===== config.mk =====
export PLATFORM = sky130hd
export DESIGN_NAME = lm75a_temp_decoder_flat
export DESIGN_NICKNAME = d
export VERILOG_FILES = /design/src/rtl/lm75a_temp_decoder_if.sv /design/src/rtl/lm75a_temp_decoder.sv /design/src/flat_wrapper.sv
export SDC_FILE = /design/constraint.sdc
export NUM_CORES = 1
export LEC_CHECK = 0
export CAP_MARGIN = 10
export CORE_UTILIZATION = 47
export CTS_BUF_LIST = sky130_fd_sc_hd__clkbuf_4 sky130_fd_sc_hd__clkbuf_8
export DETAILED_ROUTE_END_ITERATION = 8
export HOLD_SLACK_MARGIN = 0.02
export PLACE_DENSITY = 0.68
export SYNTH_ARGS = -nofsm -noshare
export SYNTH_HDL_FRONTEND = slang
export SYNTH_SLANG_ARGS = --single-unit

===== constraint.sdc =====
create_clock -name clk -period 4.84 [get_ports clk]
set_input_delay 1.21 -clock clk [delete_from_list [all_inputs] [get_ports clk]]
set_output_delay 1.21 -clock clk [all_outputs]
set_load 0.02 [all_outputs]

===== src/rtl/lm75a_temp_decoder_if.sv =====
// LM75A decoder bus: raw register word in, decoded temperature and status out.
interface lm75a_temp_decoder_if;
  logic [15:0] data_in;
  logic        data_valid;
  logic        busy;
  logic        out_valid;
  logic [10:0] temp_raw;
  logic        sign;
  logic [3:0]  bcd_hund;
  logic [3:0]  bcd_tens;
  logic [3:0]  bcd_ones;
  logic [3:0]  bcd_tenth;
  logic        os_alarm;
  logic        overrun;

  modport master (
    output data_in, data_valid,
    input  busy, out_valid, temp_raw, sign,
    input  bcd_hund, bcd_tens, bcd_ones, bcd_tenth,
    input  os_alarm, overrun
  );

  modport slave (
    input  data_in, data_valid,
    output busy, out_valid, temp_raw, sign,
    output bcd_hund, bcd_tens, bcd_ones, bcd_tenth,
    output os_alarm, overrun
  );
endinterface


===== src/rtl/lm75a_temp_decoder.sv =====
// LM75A temperature word to sign + BCD digits, with hysteretic over-temp alarm.
module lm75a_temp_decoder #(
  parameter logic signed [7:0] T_OS   = 8'sd80,
  parameter logic signed [7:0] T_HYST = 8'sd75
) (
  input logic clk,
  input logic rst,
  lm75a_temp_decoder_if.slave bus
);
  typedef enum logic [1:0] {IDLE, CONV, DONE} state_t;

  localparam logic signed [11:0] OS_RAW = {T_OS[7], T_OS, 3'b000};
  localparam logic signed [11:0] HY_RAW = {T_HYST[7], T_HYST, 3'b000};

  state_t       state;
  state_t       state_nxt;
  logic [19:0]  sh;
  logic [2:0]   cnt;
  logic [10:0]  raw_q;
  logic [2:0]   frac_q;
  logic [10:0]  slot;
  logic         slot_full;
  logic         have_next;
  logic [10:0]  next_raw;
  logic [10:0]  mag;
  logic signed [11:0] raw_s;
  logic         unused;

  assign unused = ^bus.data_in[4:0];

  function automatic logic [19:0] dabble(input logic [19:0] s);
    logic [19:0] t;
    t = s;
    for (int i = 0; i < 3; i++) begin
      if (t[8+4*i +: 4] >= 4'd5)
        t[8+4*i +: 4] = t[8+4*i +: 4] + 4'd3;
    end
    return {t[18:0], 1'b0};
  endfunction

  // eighths -> tenths, floor(f*1.25): skip 4 once f reaches 4
  function automatic logic [3:0] tenth_of(input logic [2:0] f);
    return {1'b0, f} + {3'b000, f[2]};
  endfunction

  always_comb begin
    have_next = bus.data_valid | slot_full;
    next_raw  = bus.data_valid ? bus.data_in[15:5] : slot;
    mag       = next_raw[10] ? (~next_raw + 11'd1) : next_raw;
    raw_s     = {raw_q[10], raw_q};
  end

  always_ff @(posedge clk or negedge rst) begin
    if (!rst) state <= IDLE;
    else      state <= state_nxt;
  end

  always_comb begin
    state_nxt = state;
    unique case (state)
      IDLE:    if (bus.data_valid) state_nxt = CONV;
      CONV:    if (cnt == 3'd7) state_nxt = DONE;
      DONE:    state_nxt = have_next ? CONV : IDLE;
      default: state_nxt = IDLE;
    endcase
  end

  always_comb begin
    bus.busy = (state != IDLE);
  end

  always_ff @(posedge clk or negedge rst) begin
    if (!rst) begin
      sh            <= '0;
      cnt           <= '0;
      raw_q         <= '0;
      frac_q        <= '0;
      slot          <= '0;
      slot_full     <= 1'b0;
      bus.out_valid <= 1'b0;
      bus.overrun   <= 1'b0;
      bus.temp_raw  <= '0;
      bus.sign      <= 1'b0;
      bus.bcd_hund  <= '0;
      bus.bcd_tens  <= '0;
      bus.bcd_ones  <= '0;
      bus.bcd_tenth <= '0;
      bus.os_alarm  <= 1'b0;
    end else begin
      bus.out_valid <= 1'b0;
      bus.overrun   <= 1'b0;
      unique case (state)
        IDLE: begin
          if (bus.data_valid) begin
            raw_q  <= next_raw;
            sh     <= {12'd0, mag[10:3]};
            frac_q <= mag[2:0];
            cnt    <= 3'd0;
          end
        end
        CONV: begin
          sh  <= dabble(sh);
          cnt <= cnt + 3'd1;
          if (bus.data_valid) begin
            slot        <= bus.data_in[15:5];
            slot_full   <= 1'b1;
            bus.overrun <= slot_full;
          end
        end
        DONE: begin
          bus.out_valid <= 1'b1;
          bus.temp_raw  <= raw_q;
          bus.sign      <= raw_q[10];
          bus.bcd_hund  <= sh[19:16];
          bus.bcd_tens  <= sh[15:12];
          bus.bcd_ones  <= sh[11:8];
          bus.bcd_tenth <= tenth_of(frac_q);
          if (raw_s >= OS_RAW)     bus.os_alarm <= 1'b1;
          else if (raw_s < HY_RAW) bus.os_alarm <= 1'b0;
          // a word arriving now supersedes a waiting one
          if (have_next) begin
            raw_q       <= next_raw;
            sh          <= {12'd0, mag[10:3]};
            frac_q      <= mag[2:0];
            cnt         <= 3'd0;
            slot_full   <= 1'b0;
            bus.overrun <= slot_full & bus.data_valid;
          end
        end
        default: ;
      endcase
    end
  end
endmodule


===== src/flat_wrapper.sv =====
// flat-port wrapper written by rule: the top's interface ports become plain ports
module lm75a_temp_decoder_flat 
#(
  parameter logic signed [7:0] T_OS   = 8'sd80,
  parameter logic signed [7:0] T_HYST = 8'sd75
)
  (clk, rst, bus_data_in, bus_data_valid, bus_busy, bus_out_valid, bus_temp_raw, bus_sign, bus_bcd_hund, bus_bcd_tens, bus_bcd_ones, bus_bcd_tenth, bus_os_alarm, bus_overrun);
  lm75a_temp_decoder_if bus_i ();
  input logic clk;
  input logic rst;
  input wire logic [$bits(bus_i.data_in)-1:0] bus_data_in;
  input wire logic [$bits(bus_i.data_valid)-1:0] bus_data_valid;
  output wire logic [$bits(bus_i.busy)-1:0] bus_busy;
  output wire logic [$bits(bus_i.out_valid)-1:0] bus_out_valid;
  output wire logic [$bits(bus_i.temp_raw)-1:0] bus_temp_raw;
  output wire logic [$bits(bus_i.sign)-1:0] bus_sign;
  output wire logic [$bits(bus_i.bcd_hund)-1:0] bus_bcd_hund;
  output wire logic [$bits(bus_i.bcd_tens)-1:0] bus_bcd_tens;
  output wire logic [$bits(bus_i.bcd_ones)-1:0] bus_bcd_ones;
  output wire logic [$bits(bus_i.bcd_tenth)-1:0] bus_bcd_tenth;
  output wire logic [$bits(bus_i.os_alarm)-1:0] bus_os_alarm;
  output wire logic [$bits(bus_i.overrun)-1:0] bus_overrun;
  assign bus_i.data_in = bus_data_in;
  assign bus_i.data_valid = bus_data_valid;
  assign bus_busy = bus_i.busy;
  assign bus_out_valid = bus_i.out_valid;
  assign bus_temp_raw = bus_i.temp_raw;
  assign bus_sign = bus_i.sign;
  assign bus_bcd_hund = bus_i.bcd_hund;
  assign bus_bcd_tens = bus_i.bcd_tens;
  assign bus_bcd_ones = bus_i.bcd_ones;
  assign bus_bcd_tenth = bus_i.bcd_tenth;
  assign bus_os_alarm = bus_i.os_alarm;
  assign bus_overrun = bus_i.overrun;
  lm75a_temp_decoder #(.T_OS(T_OS), .T_HYST(T_HYST)) u_core (.clk(clk), .rst(rst), .bus(bus_i));
endmodule

==> results.json <==
{
  "status": "complete, no violations",
  "slowest_stage": "or3_1",
  "slew_headroom": 0.335,
  "grt_pass1_vias": 2624,
  "grt_max_degree": 81,
  "path_delay_family": "simple AND/OR/NAND/NOR gates",
  "yosysWarnings": 0,
  "diodes": 0,
  "ctsHoldBuffers": 0,
  "fin_nets": 435,
  "peakVddDrop_mv": 0.259,
  "htreeDepth": 3,
  "post-cts-setup-buffer-count": 0,
  "syn_inst": 359,
  "synth.largest_area_cell": "dfrtp_1",
  "crit_path_start": "bus_data_valid",
  "path_depth": 5,
  "placed_cell_area_sq_mm": 0.00434,
  "avgSynthCellArea_sq_um": 10.7,
  "area_growth_pct": 19.3,
  "cp-start-kind": "primary input",
  "antenna_left": 0,
  "yosysUniqueCellTypes": 38,
  "endpoint": "u_core.sh[5]$_DFFE_PN0P_",
  "dr_total_vias": 2735,
  "worst-setup-path-type": "in2reg",
  "fin_skew_ns": 0.00889,
  "crit_required_ns": 5.08,
  "fin_area_sq_mm": 0.00457,
  "die_y_microns": 92.3,
  "worst_pin_slew_ns": 0.997,
  "die_x_microns": 92.3,
  "fin_crit_ns": 3.22,
  "clk_pin_slew_ns": 0.08,
  "path_cells": "clkdlybuf4s50_1 -> nor3b_1 -> or3_1 -> nor2_1 -> a221o_1",
  "gp_congestion": 0.794,
  "totalWireLength_mm": 7.31,
  "hp-class": "reg2reg",
  "r2r_end": "u_core.sh[5]$_DFFE_PN0P_",
  "viasPerCell": 5.39,
  "drc_errors": 0,
  "row_count": 32,
  "dr.pass1.iters": 4,
  "hold_start": "u_core.sh[7]$_DFFE_PN0P_",
  "wl_per_cell_microns": 14.4,
  "nFillCells": 679,
  "synth_area_sq_mm": 0.00383,
  "hpwl_mm": 4.83,
  "syn-num-nets": 393,
  "grt-ovfl-total": 0,
  "drtIter0Drc": 143,
  "ys_ff_latch": 80,
  "ys.flop_type": "dfrtp_1",
  "async_reset_ff_frac": 1.00,
  "worst_path_largest_cell_delay_ns": 0.70,
  "die_area_sq_mm": 0.00852,
  "cts_tree": "yes",
  "antenna_found_initial": 0,
  "start_util": 0.491,
  "path_max_fanout": 24,
  "core_sq_mm": 0.00781,
  "clock-root-buffer": "clkbuf_8",
  "clk_latency_ns": 0.36,
  "cp-end-kind": "flop",
  "r2r_setup_slack_ns": 2.55,
  "ys_seq_area_frac": 0.522,
  "p_per_area_mw_per_mm2": 574,
  "yosys.area.top_type_share": 0.522,
  "rsz0062_at_grt": "no",
  "grt_first_pass_wirelength_mm": 12.7,
  "synth.area.top_cells": "dfrtp_1 52%, mux2_2 8.5%, ha_1 4.9%",
  "drive_gt1_frac": 0.133,
  "setup_tns_ns": 0,
  "ctsResizeCount": 0,
  "worst_ep_arrival_time_ns": 3.46,
  "setup_violations": 0,
  "slew_violations": 0,
  "cts_max_path_buffers": 2,
  "port_buffers": 45,
  "cts_buffers": 9,
  "hold_viol_final": 0,
  "cts.sink_count": 80,
  "r2r_cells": 6,
  "track_usage": 0.192,
  "max_cap_viol_count": 0,
  "max_freq_mhz": 311,
  "p_leak_nw": 2.05,
  "crit_buf_inv": 1,
  "io_pins": 51,
  "min_period_over_period": 0.664,
  "r2r_start": "u_core.state[0]$_DFFE_PN0P_",
  "synth_edf_count": 0
}
-- how the worst min path moves through the flow --
stage / to / depth (start not counted)
2_1_floorplan: u_core.cnt[1]$_DFFE_PN0P_ / 2
3_3_place_gp: u_core.cnt[1]$_DFFE_PN0P_ / 2
3_5_place_dp: u_core.cnt[1]$_DFFE_PN0P_ / 2
4_1_cts: u_core.cnt[1]$_DFFE_PN0P_ / 2
5_1_grt: u_core.cnt[2]$_DFFE_PN0P_ / 2
6_report: u_core.sh[7]$_DFFE_PN0P_ / 2
-- cells in the mapped netlist, types with 5 or more instances --
| library cell | count |
|---|---|
| dfrtp_1 | 80 |
| nand2_1 | 37 |
| o21ai_0 | 35 |
| mux2_2 | 29 |
| a21oi_1 | 26 |
| nor2_1 | 19 |
| ha_1 | 15 |
| inv_1 | 13 |
| mux2i_1 | 13 |
| clkbuf_1 | 9 |
| nor3b_1 | 9 |
| nand3_1 | 8 |
| nor3_1 | 8 |
| o22ai_1 | 7 |
| xnor2_1 | 7 |
| and3_1 | 5 |
| buf_2 | 5 |
-- routing by layer --
metal / GRT usage / routed length (microns) / up-vias
met2: 0.285 / 3250 / 45
met5: 0 / 0 / -
li1: - / - / 1341
met1: 0.274 / 3670 / 1336
met4: 0.0768 / 128 / 0
met3: 0.0394 / 258 / 13
-- cell type report --
cell class / instances / area (sq um) / share of cell area
clock buffer: 11 / 151 / 0.0331
clock inverter: 4 / 77.6 / 0.0170
inverter: 13 / 48.8 / 0.0107
multi-input combinational: 247 / 1680 / 0.367
sequential: 80 / 2000 / 0.438
tap: 102 / 128 / 0.0279
timing repair buffer: 50 / 485 / 0.106
-- cells by family (layout without fill, tap and decap cells) --
family | after synthesis | in the layout | share of synthesized area
AOI/OAI and AO/OA | 82 | 82 | 0.120
xor gates and xnor gates | 10 | 10 | 0.0229
adders and majority gates | 15 | 15 | 0.0490
buffers and inverters | 32 | 78 | 0.0408
DFF | 80 | 80 | 0.522
muxes | 42 | 42 | 0.119
and+or+nand+nor | 98 | 98 | 0.126
-- worst min-delay path, cell delays in order (launching register included) --
cell	delay (ns)
dfrtp_1	0.35
nand2_1	0.05
o21ai_0	0.06
-- power by group --
part,switching (mW),internal (mW)
registers,0.168,0.908
logic,0.548,0.438
clock network,0.242,0.318
total,0.958,1.66
-- sequential cells by signal (all words and copies together) (netlist names) --
register	flops
u_core.slot	11
u_core.raw_q	10
u_core.bus.bcd_tens	4
u_core.bus.overrun	1
u_core.bus.sign	1
u_core.frac_q	3
u_core.bus.bcd_hund	4
u_core.bus.bcd_ones	4
u_core.bus.os_alarm	1
u_core.sh	20
u_core.bus.bcd_tenth	4
u_core.state	2
u_core.bus.out_valid	1
u_core.cnt	3
u_core.bus.temp_raw	10
u_core.slot_full	1
-- layout by cell type (no fill, tap or decap), drive strengths merged, types with 7 or more instances in the layout --
| cell | n |
|---|---|
| dfrtp | 80 |
| clkdlybuf4s50 | 44 |
| nand2 | 37 |
| o21ai | 36 |
| mux2 | 29 |
| a21oi | 26 |
| nor2 | 19 |
| ha | 15 |
| inv | 13 |
| mux2i | 13 |
| clkbuf | 11 |
| nor3b | 10 |
| nand3 | 8 |
| nor3 | 8 |
| o22ai | 7 |
| xnor2 | 7 |
-- stage by stage --
stage / util / power, mW / std cells / setup slack [ns] / hold WS [ns]
6_report: 0.586 / 2.62 / 507 / 1.62 / 0.485
5_1_grt: 0.586 / 2.82 / 507 / 1.32 / 0.517
4_1_cts: 0.586 / 2.64 / 507 / 1.65 / 0.486
3_5_place_dp: 0.556 / 2.07 / 492 / 1.27 / 0.470
3_3_place_gp: 0.556 / 2.04 / 492 / 1.30 / 0.456
2_1_floorplan: - / 1.73 / 359 / 1.96 / 0.443
No activity file was read; power rests on OpenSTA's default activity.
